## src/rtl/fetch_unit_pkg.sv

```systemverilog
// Shared definitions for the instruction-fetch front end.
//   INSTR_W          - instruction word width
//   RESET_PC_DEFAULT - default fetch PC after reset
//   NOP_INSTR        - canonical NOP (addi x0,x0,0), used downstream for bubble insertion
package fetch_unit_pkg;

    localparam int unsigned INSTR_W = 32;
    localparam logic [31:0] RESET_PC_DEFAULT = 32'h0000_0000;
    localparam logic [INSTR_W-1:0] NOP_INSTR = 32'h0000_0013;

    // Counter width able to hold 0..depth inclusive.
    function automatic int unsigned cnt_width(input int unsigned depth);
        return $clog2(depth) + 1;
    endfunction

endpackage

```

## src/rtl/fetch_unit_sync_fifo.sv

```systemverilog
// Synchronous FIFO with registered storage and flush.
// Ports:
//   clk, rst_n     - clock, asynchronous active-low reset
//   flush          - empty the FIFO (wins over push/pop)
//   push, wdata    - write request and data; ignored when full unless popping
//   pop            - read request; ignored when empty
//   rdata          - head entry (no bypass from wdata)
//   full, empty    - status
//   count          - number of stored entries
module sync_fifo #(
    parameter int unsigned WIDTH = 32,
    parameter int unsigned DEPTH = 4,
    localparam int unsigned AW = (DEPTH > 1) ? $clog2(DEPTH) : 1
) (
    input  logic             clk,
    input  logic             rst_n,
    input  logic             flush,
    input  logic             push,
    input  logic [WIDTH-1:0] wdata,
    input  logic             pop,
    output logic [WIDTH-1:0] rdata,
    output logic             full,
    output logic             empty,
    output logic [AW:0]      count
);

    logic [WIDTH-1:0] mem_q [DEPTH];
    logic [AW-1:0]    wr_ptr_q, rd_ptr_q;
    logic [AW:0]      count_q;
    logic             do_push, do_pop;

    assign full    = (count_q == (AW+1)'(DEPTH));
    assign empty   = (count_q == '0);
    assign count   = count_q;
    assign rdata   = mem_q[rd_ptr_q];
    assign do_push = push && (!full || pop);
    assign do_pop  = pop && !empty;

    // DEPTH is a power of two, so pointers wrap naturally.
    always_ff @(posedge clk or negedge rst_n) begin
        if (!rst_n) begin
            wr_ptr_q <= '0;
            rd_ptr_q <= '0;
            count_q  <= '0;
            for (int i = 0; i < int'(DEPTH); i++) begin
                mem_q[i] <= '0;
            end
        end else if (flush) begin
            wr_ptr_q <= '0;
            rd_ptr_q <= '0;
            count_q  <= '0;
        end else begin
            if (do_push) begin
                mem_q[wr_ptr_q] <= wdata;
                wr_ptr_q        <= wr_ptr_q + 1'b1;
            end
            if (do_pop) begin
                rd_ptr_q <= rd_ptr_q + 1'b1;
            end
            count_q <= count_q + (AW+1)'(do_push) - (AW+1)'(do_pop);
        end
    end

endmodule

```

## src/rtl/fetch_unit.sv

```systemverilog
// Instruction-fetch front end: owns the fetch PC, issues requests over a req/gnt/rvalid
// instruction-memory interface, buffers {pc, instr} in a prefetch FIFO and hands them to
// decode via valid/ready. A redirect flushes everything and discards in-flight responses.
// Ports:
//   clk, rst_n                   - clock, asynchronous active-low reset
//   imem_req/addr/gnt            - request channel (addr = fpc[IMEM_AW-1:0])
//   imem_rvalid/rdata            - in-order response channel
//   redirect_vld/pc              - flush and restart fetch at redirect_pc (bits [1:0] ignored)
//   if_valid/ready/instr/pc/pc4  - decode handshake and head entry
//   fetch_busy                   - requests outstanding or responses still to discard
module fetch_unit
    import fetch_unit_pkg::*;
#(
    parameter int unsigned     XLEN       = 32,
    parameter logic [XLEN-1:0] RESET_PC   = XLEN'(RESET_PC_DEFAULT),
    parameter int unsigned     FIFO_DEPTH = 4,
    parameter int unsigned     IMEM_AW    = 13
) (
    input  logic               clk,
    input  logic               rst_n,
    output logic               imem_req,
    output logic [IMEM_AW-1:0] imem_addr,
    input  logic               imem_gnt,
    input  logic               imem_rvalid,
    input  logic [INSTR_W-1:0] imem_rdata,
    input  logic               redirect_vld,
    input  logic [XLEN-1:0]    redirect_pc,
    output logic               if_valid,
    input  logic               if_ready,
    output logic [INSTR_W-1:0] if_instr,
    output logic [XLEN-1:0]    if_pc,
    output logic [XLEN-1:0]    if_pc4,
    output logic               fetch_busy
);

    localparam int unsigned CW = cnt_width(FIFO_DEPTH);
    localparam int unsigned OW = CW + 2;

    logic [XLEN-1:0] fpc_q, fpc_d;
    logic [CW-1:0]   osd_q, osd_d, drop_q, drop_d;
    logic            run_q;

    logic            grant, rsp_drop, rsp_take;
    logic [OW-1:0]   occ;

    logic                    fifo_push, fifo_pop, fifo_full, fifo_empty;
    logic [CW-1:0]           fifo_count;
    logic [XLEN+INSTR_W-1:0] fifo_rdata;

    logic            tag_full, tag_empty;
    logic [CW-1:0]   tag_count;
    logic [XLEN-1:0] tag_head;

    // Credits use current-cycle values only; a same-cycle pop does not free one.
    assign occ       = OW'(osd_q) + OW'(fifo_count) + OW'(drop_q);
    assign imem_req  = run_q && !redirect_vld && (occ < OW'(FIFO_DEPTH));
    assign imem_addr = fpc_q[IMEM_AW-1:0];
    assign grant     = imem_req && imem_gnt;

    // Responses owed to a pre-redirect request are discarded first; stray ones are ignored.
    assign rsp_drop  = imem_rvalid && (drop_q != '0);
    assign rsp_take  = imem_rvalid && (drop_q == '0) && !tag_empty;
    assign fifo_push = rsp_take && !redirect_vld;
    assign fifo_pop  = if_valid && if_ready && !redirect_vld;

    assign if_valid   = !fifo_empty;
    assign if_instr   = fifo_rdata[INSTR_W-1:0];
    assign if_pc      = fifo_rdata[INSTR_W +: XLEN];
    assign if_pc4     = fifo_empty ? '0 : if_pc + XLEN'(4);
    assign fetch_busy = (osd_q != '0) || (drop_q != '0);

    always_comb begin
        fpc_d  = fpc_q;
        osd_d  = osd_q;
        drop_d = drop_q;
        if (redirect_vld) begin
            fpc_d  = {redirect_pc[XLEN-1:2], 2'b00};
            osd_d  = '0;
            // Every outstanding response becomes a discard, less one arriving right now.
            drop_d = drop_q + osd_q - CW'(rsp_drop || rsp_take);
        end else begin
            if (grant) begin
                fpc_d = fpc_q + XLEN'(4);
            end
            osd_d  = osd_q + CW'(grant) - CW'(rsp_take);
            drop_d = drop_q - CW'(rsp_drop);
        end
    end

    always_ff @(posedge clk or negedge rst_n) begin
        if (!rst_n) begin
            fpc_q  <= {RESET_PC[XLEN-1:2], 2'b00};
            osd_q  <= '0;
            drop_q <= '0;
            run_q  <= 1'b0;
        end else begin
            fpc_q  <= fpc_d;
            osd_q  <= osd_d;
            drop_q <= drop_d;
            run_q  <= 1'b1;
        end
    end

    sync_fifo #(
        .WIDTH (XLEN + INSTR_W),
        .DEPTH (FIFO_DEPTH)
    ) u_instr_fifo (
        .clk   (clk),
        .rst_n (rst_n),
        .flush (redirect_vld),
        .push  (fifo_push),
        .wdata ({tag_head, imem_rdata}),
        .pop   (fifo_pop),
        .rdata (fifo_rdata),
        .full  (fifo_full),
        .empty (fifo_empty),
        .count (fifo_count)
    );

    // PC of each granted request, consumed in order as its response is accepted.
    sync_fifo #(
        .WIDTH (XLEN),
        .DEPTH (FIFO_DEPTH)
    ) u_tag_fifo (
        .clk   (clk),
        .rst_n (rst_n),
        .flush (redirect_vld),
        .push  (grant),
        .wdata (fpc_q),
        .pop   (fifo_push),
        .rdata (tag_head),
        .full  (tag_full),
        .empty (tag_empty),
        .count (tag_count)
    );

    a_no_stray_rvalid : assert property (@(posedge clk) disable iff (!rst_n)
        !(imem_rvalid && osd_q == '0 && drop_q == '0));
    a_fifo_no_overflow : assert property (@(posedge clk) disable iff (!rst_n)
        !(fifo_push && fifo_full && !fifo_pop));
    a_tag_no_overflow : assert property (@(posedge clk) disable iff (!rst_n)
        !(grant && tag_full));
    a_tag_tracks_osd : assert property (@(posedge clk) disable iff (!rst_n)
        tag_count == osd_q);

endmodule

```

## config.mk

```make
export PLATFORM = sky130hd
export DESIGN_NAME = fetch_unit
export DESIGN_NICKNAME = d
export VERILOG_FILES = /design/src/rtl/fetch_unit_pkg.sv /design/src/rtl/fetch_unit_sync_fifo.sv /design/src/rtl/fetch_unit.sv
export SDC_FILE = /design/constraint.sdc
export NUM_CORES = 1
export LEC_CHECK = 0
export ABC_AREA = 1
export CORE_MARGIN = 4
export CORE_UTILIZATION = 33
export CTS_CLUSTER_DIAMETER = 40
export DETAILED_ROUTE_END_ITERATION = 10
export GPL_TIMING_DRIVEN = 0
export PLACE_DENSITY = 0.61
export RECOVER_POWER = 100
export SLEW_MARGIN = 20
export SYNTH_ARGS = -nofsm -noshare
export SYNTH_HDL_FRONTEND = slang
export SYNTH_SLANG_ARGS = --single-unit
```

## constraint.sdc

```tcl
create_clock -name clk -period 10.66 [get_ports clk]
set_clock_uncertainty 0.1 [all_clocks]
set_input_delay 2.132 -clock clk [delete_from_list [all_inputs] [get_ports clk]]
set_output_delay 2.132 -clock clk [all_outputs]
set_load 0.03 [all_outputs]
```

==> Word level (Yosys, flattened, before mapping) <==
Index checks and enable logic that the tools add are counted.
{ "totals": {"regBits": 437, "output_inout_bits": 112, "elab_cells": 112} }
{ "op_classes": {"add_sub_neg": 17, "n_lt_le_gt_ge": 7, "n_eq_ne": 2, "n_mux": 27, "bitwise_logic": 5, "n_reduce_logical": 36} }
{ "ops": {"columns": ["op", "n"], "rows": [
  ["bitwise mux 256 bit", 1],
  ["two-way mux 32 bit", 6],
  ["two-way mux 64 bit", 3],
  ["binary-select mux 64 bit (select 2 bit)", 1],
  ["bitwise mux 128 bit", 1],
  ["demux 64 bit (select 2 bit)", 1],
  ["adder 32 x 3 -> 32 bit (second input constant)", 2],
  ["binary-select mux 32 bit (select 2 bit)", 1],
  ["demux 32 bit (select 2 bit)", 1],
  ["two-way mux 2 bit", 8],
  ["logical AND 1 bit", 15],
  ["subtractor 3 x 1 -> 3 bit", 5],
  [">= comparator 3 bit (second input constant)", 4],
  ["two-way mux 3 bit", 4],
  ["NOT 2 -> 3 bit", 4],
  ["nonzero test 2 bit", 5],
  ["adder 3 x 1 -> 3 bit", 3],
  ["zero test 3 bit", 3],
  ["adder 2 x 1 -> 2 bit (second input constant)", 4],
  ["equality test 3 bit (second input constant)", 2],
  ["< comparator 3 x 1 -> 1 bit (second input constant)", 2],
  ["nonzero test 3 bit", 2],
  ["adder 4 x 3 -> 5 bit", 1],
  ["zero test 1 bit", 5],
  ["other kinds (6)", 10]
]} }

==> Logic depth before layout (Yosys ltp) <==
{ "depth": {"ltp_word": 9, "depth_mapped": 16, "mapped_depth_nobuf": 15} }

==> Modules after synthesis <==
Synthesis repeated with hierarchy kept, for this count alone.
{ "hier_totals": {"cells_unflattened": 2951, "area_unflattened_um2": 22133.7} }
{ "by_module_without_submodules": {"columns": ["mod", "instances", "cells_per_inst", "area_per_inst_um2", "seq_area_each_um2"], "rows": [
  ["sync_fifo (u_instr_fifo)", 1, 1499, 11956.5, 6581.3],
  ["sync_fifo (u_tag_fifo)", 1, 780, 6168.4, 3378.2],
  ["fetch_unit", 1, 672, 4008.8, 925.9]
]} }

==> Least setup slack after synthesis <==
OpenSTA, ideal clock, no wires.
{ "synth_timing": {"path_kind": "input to output", "start": "in redirect_vld", "end": "out imem_req", "arrival_ns": 2.965, "required_time_ns": 8.428, "setup_slack_ns": 5.463, "cell_stages": 5, "path_buffers": 1, "cell_sequence": "buf_6 -> inv_4 -> nand2_1 -> a211o_1 -> a21oi_4"} }
{ "synth_via": {"elab_chain_len": 3} }
{ "synth_rtl": {"columns": ["element", "line_no", "rtl"], "rows": [
  ["start: declaration", "fetch_unit.sv:26", "input logic redirect_vld,"],
  ["zero test 1 bit", "fetch_unit.sv:56", "assign imem_req = run_q && !redirect_vld && (occ < OW'(FIFO_DEPTH));"],
  ["logical AND 1 bit (2 in a row)", "fetch_unit.sv:56", null],
  ["end: declaration", "fetch_unit.sv:21", "output logic imem_req,"]
]} }
No other way between the ends.

==> impl_results.md <==
- CTS tree: done
- First-pass GRT wire length: 111 mm
- Placer Congestion: 0.882
- Max-slew violations: 163
- Fmax: 135 MHz
- Nets: 3,161
- Endpoints failing hold: 0
- Core area: 63,300 µm²
- Overall Power: 6420 µW
- Reg-to-reg setup timing slack: 6.15 ns
- Worst slew margin: -160%
- Initial core utilization: 33.4%
- Vias in the first global route: 19,325
- Worst hold path class: reg2reg
- Area grow syn2layout: 25.2%
- H-tree Lvls: 3
- Met1 GRT Util: 28.5%
- Drt total wl: 71.8 mm
- Final Util: 41.9%
- Async S/R FF share, synth: 100%
- Post-synth top area cell: dfrtp_1
- Die area: 68,300 µm²
- Largest net degree at the start of global routing: 96
- Inserted Clock Buffers: 74
- Via/cell ratio: 5.02
- Postcts setup bufs: 0
- P per Cell Area: 242 nW/µm²
- Detailed Routing Iterations Pass 1: 5
- Setup crit start kind: input pin
- Critical Setup Path Class: in2async
- Chip width: 261 µm
- Clk buf depth: 3
- Tcrit/Tclk final: 69.4%
- Min-Delay Endpoint: u_instr_fifo.mem_q[166]$_DFFE_PN0P_
- RSZ-0062 raised after global routing: false
- Synthesized area per cell: 7.55 µm²
- Yosys top cell area share: 49.5%
- Number of remaining DRC errors: 0
- Static Leakage: 0.0129 µW
- Worst hold path startpoint: u_instr_fifo.mem_q[166]$_DFFE_PN0P_
- Worst setup EP type: asynchronous set/reset pin
- Ports: 182
- Synthesized area: 21,200 µm²
- Port bufs: 172
- Violated checks: capacitance limit, slew limit
- FF-to-FF Start: u_instr_fifo.count[1]$_DFF_PN0_
- Max VDD drop: 113 µV
- Number of cells on the worst hold path: 2
- Status: complete, but fails checks
- Die Span Y: 261 µm
- Antenna violations before repair: 0
- Synth top area cells: dfrtp_1 (50%), nand2_1 (18%), o21ai_0 (6.3%)
- Most crowded layer after global routing: met2
- Final setup fails: 0
- Met3 usage: 3.42%
- Crit path DAT: 7.47 ns
- Count of state elements after synthesis: 419
- Global Route Usage Sum: 20.7%
- Clk sink count: 419
- Worst-path maximum fanout: 95
- Post-DP HPWL: 50.3 mm
- Cell Rows: 92
- Gate Count Post-Synth: 2,803
- WL per Instance: 18.1 µm
- Main synth FF type: dfrtp_1
- Starting DRT DRC Count: 1,823
- Placed Instances: 3,830
- Clock transition at the registers of the reported paths: 0.05 ns
- Final ANT Viol Nets: 0
- Root buffer cell: clkbuf_16
- Synth cell types: 37
- Layout Cells excl Fill: 3,962
- Number of flops mapped to enable cells by yosys: 0
- Critical Path RT: 10.74 ns
- PostCTS Resize Cnt: 0
- Share of layout cells above drive strength 1: 6.32%
- Worst reg2reg path depth: 15
- M2 GR Usage: 33.2%
- Synth warn: 0
- Clock latency on the worst-skew pair: 0.62 ns
- Worst-Margin Slew: 3.90 ns
- Vias post-DR: 19,892
- Register area share after synthesis: 49.5%
- Final min period: 7.40 ns
- Grt total ovfl: 0
- Critical R2R Capture: osd_q[2]$_DFF_PN0_
- Max Cap Violations: 2
- Hold buffers post-CTS: 0
## routing by layer
layer	vias up	wire length, µm	share of wire [%]
met5	-	0	0
met4	0	2480	3.5
met3	147	4270	6.0
met2	630	33300	46
met1	9582	31800	44
li1	9533	-	-
## synthesized netlist by cell type (4+ instances only)
| cell type | n |
|---|---|
| nand2_1 | 1026 |
| dfrtp_1 | 419 |
| o21ai_0 | 266 |
| nor2_1 | 256 |
| o21ai_1 | 174 |
| inv_1 | 150 |
| nand3_1 | 126 |
| clkbuf_1 | 90 |
| o22ai_1 | 62 |
| buf_2 | 50 |
| buf_4 | 30 |
| ha_1 | 24 |
| xor2_1 | 24 |
| nor3_1 | 21 |
| a21oi_1 | 19 |
| nand4_1 | 12 |
| inv_2 | 8 |
| fa_1 | 7 |
| nand2_2 | 5 |
| nand4_2 | 5 |
| xnor2_1 | 4 |
## area by class of cell
type / instances / area (µm²)
well taps: 846 / 1060
clock inverters: 43 / 542
fillers: 6567 / 36800
repair buffers: 176 / 1800
diodes: 1 / 2.50
clock buffers: 88 / 2020
multi-input cells: 2054 / 9190
flip-flops and latches: 419 / 10500
plain buffers: 173 / 795
inverters: 162 / 613
## cell families after synthesis
group,count (synthesis),synth area share (%)
AO/OA/AOI/OAI,527,13.0
XOR/XNOR,28,1.16
adder cells (fa/ha/maj),31,2.08
buffers and inverters,335,6.87
flip-flops,419,49.5
multiplexers,1,0.0473
other,2,0.0355
AND/OR/NAND/NOR,1460,27.3
## through the flow
stage | setup slack [ns] | hold WS [ns] | cell area [µm²] | setup TNS (ns)
after floorplan | 5.46 | 0.348 | 21200 | 0
after global placement | -11.88 | 0.360 | 24000 | -4960.27
after detailed placement | 4.61 | 0.365 | 24100 | 0
after global routing | 2.10 | 0.387 | 26500 | 0
final | 3.26 | 0.378 | 26500 | 0
after CTS | 4.33 | 0.378 | 26600 | 0
## critical path: stages
cell      delay (ns)
clkbuf_1        2.66
buf_16          0.32
buf_16          0.41
clkbuf_2        1.77
## cell usage in the layout (no fill, tap or decap), types with 6 or more instances in the layout
cell type        Yosys  final
nand2_1           1026   1032
o21ai_0            266    422
dfrtp_1            419    419
nor2_1             256    257
inv_1              150    156
nand3_1            126    126
clkbuf_1            90    121
dlygate4sd3_1        0    107
clkbuf_16            0     75
clkdlybuf4s50_1      0     64
o22ai_1             62     62
buf_2               50     29
buf_4               30     27
xor2_1              24     24
ha_1                24     24
nor3_1              21     21
a21oi_1             19     20
o21ai_1            174     18
nand4_1             12     16
clkinvlp_4           0     13
clkbuf_8             0      9
inv_6                0      9
bufinv_16            0      8
fa_1                 7      7
conb_1               2      7
clkinv_4             0      6
## how the worst max path moves through the flow
| stage | start | end | slack, ns | cells after the start |
|---|---|---|---|---|
| 6_report | rst_n | u_instr_fifo.mem_q[178]$_DFFE_PN0P_ | 3.26 | 4 |
| 4_1_cts | u_instr_fifo.rd_ptr_q[1]$_DFFE_PN0P_ | if_pc4[18] | 4.33 | 14 |
| 3_5_place_dp | redirect_vld | imem_req | 4.61 | 6 |
| 3_3_place_gp | rst_n | u_instr_fifo.mem_q[103]$_DFFE_PN0P_ | -11.88 | 1 |
| 5_1_grt | rst_n | u_instr_fifo.mem_q[104]$_DFFE_PN0P_ | 2.10 | 4 |
| 2_1_floorplan | redirect_vld | imem_req | 5.46 | 5 |
## power breakdown
group          internal, µW  switching, µW
clock                  1560            871
combinational           622           1390
sequential             1840            150
## state kept, by name, indices dropped and copies added (netlist names)
name                   cells
u_instr_fifo.mem_q       248
u_tag_fifo.mem_q         120
fpc_q                     30
drop_q                     3
osd_q                      3
u_instr_fifo.count         3
u_tag_fifo.count           3
u_instr_fifo.rd_ptr_q      2
u_instr_fifo.wr_ptr_q      2
u_tag_fifo.rd_ptr_q        2
u_tag_fifo.wr_ptr_q        2
run_q                      1
Note: power is estimated with default switching activity, not from simulation.
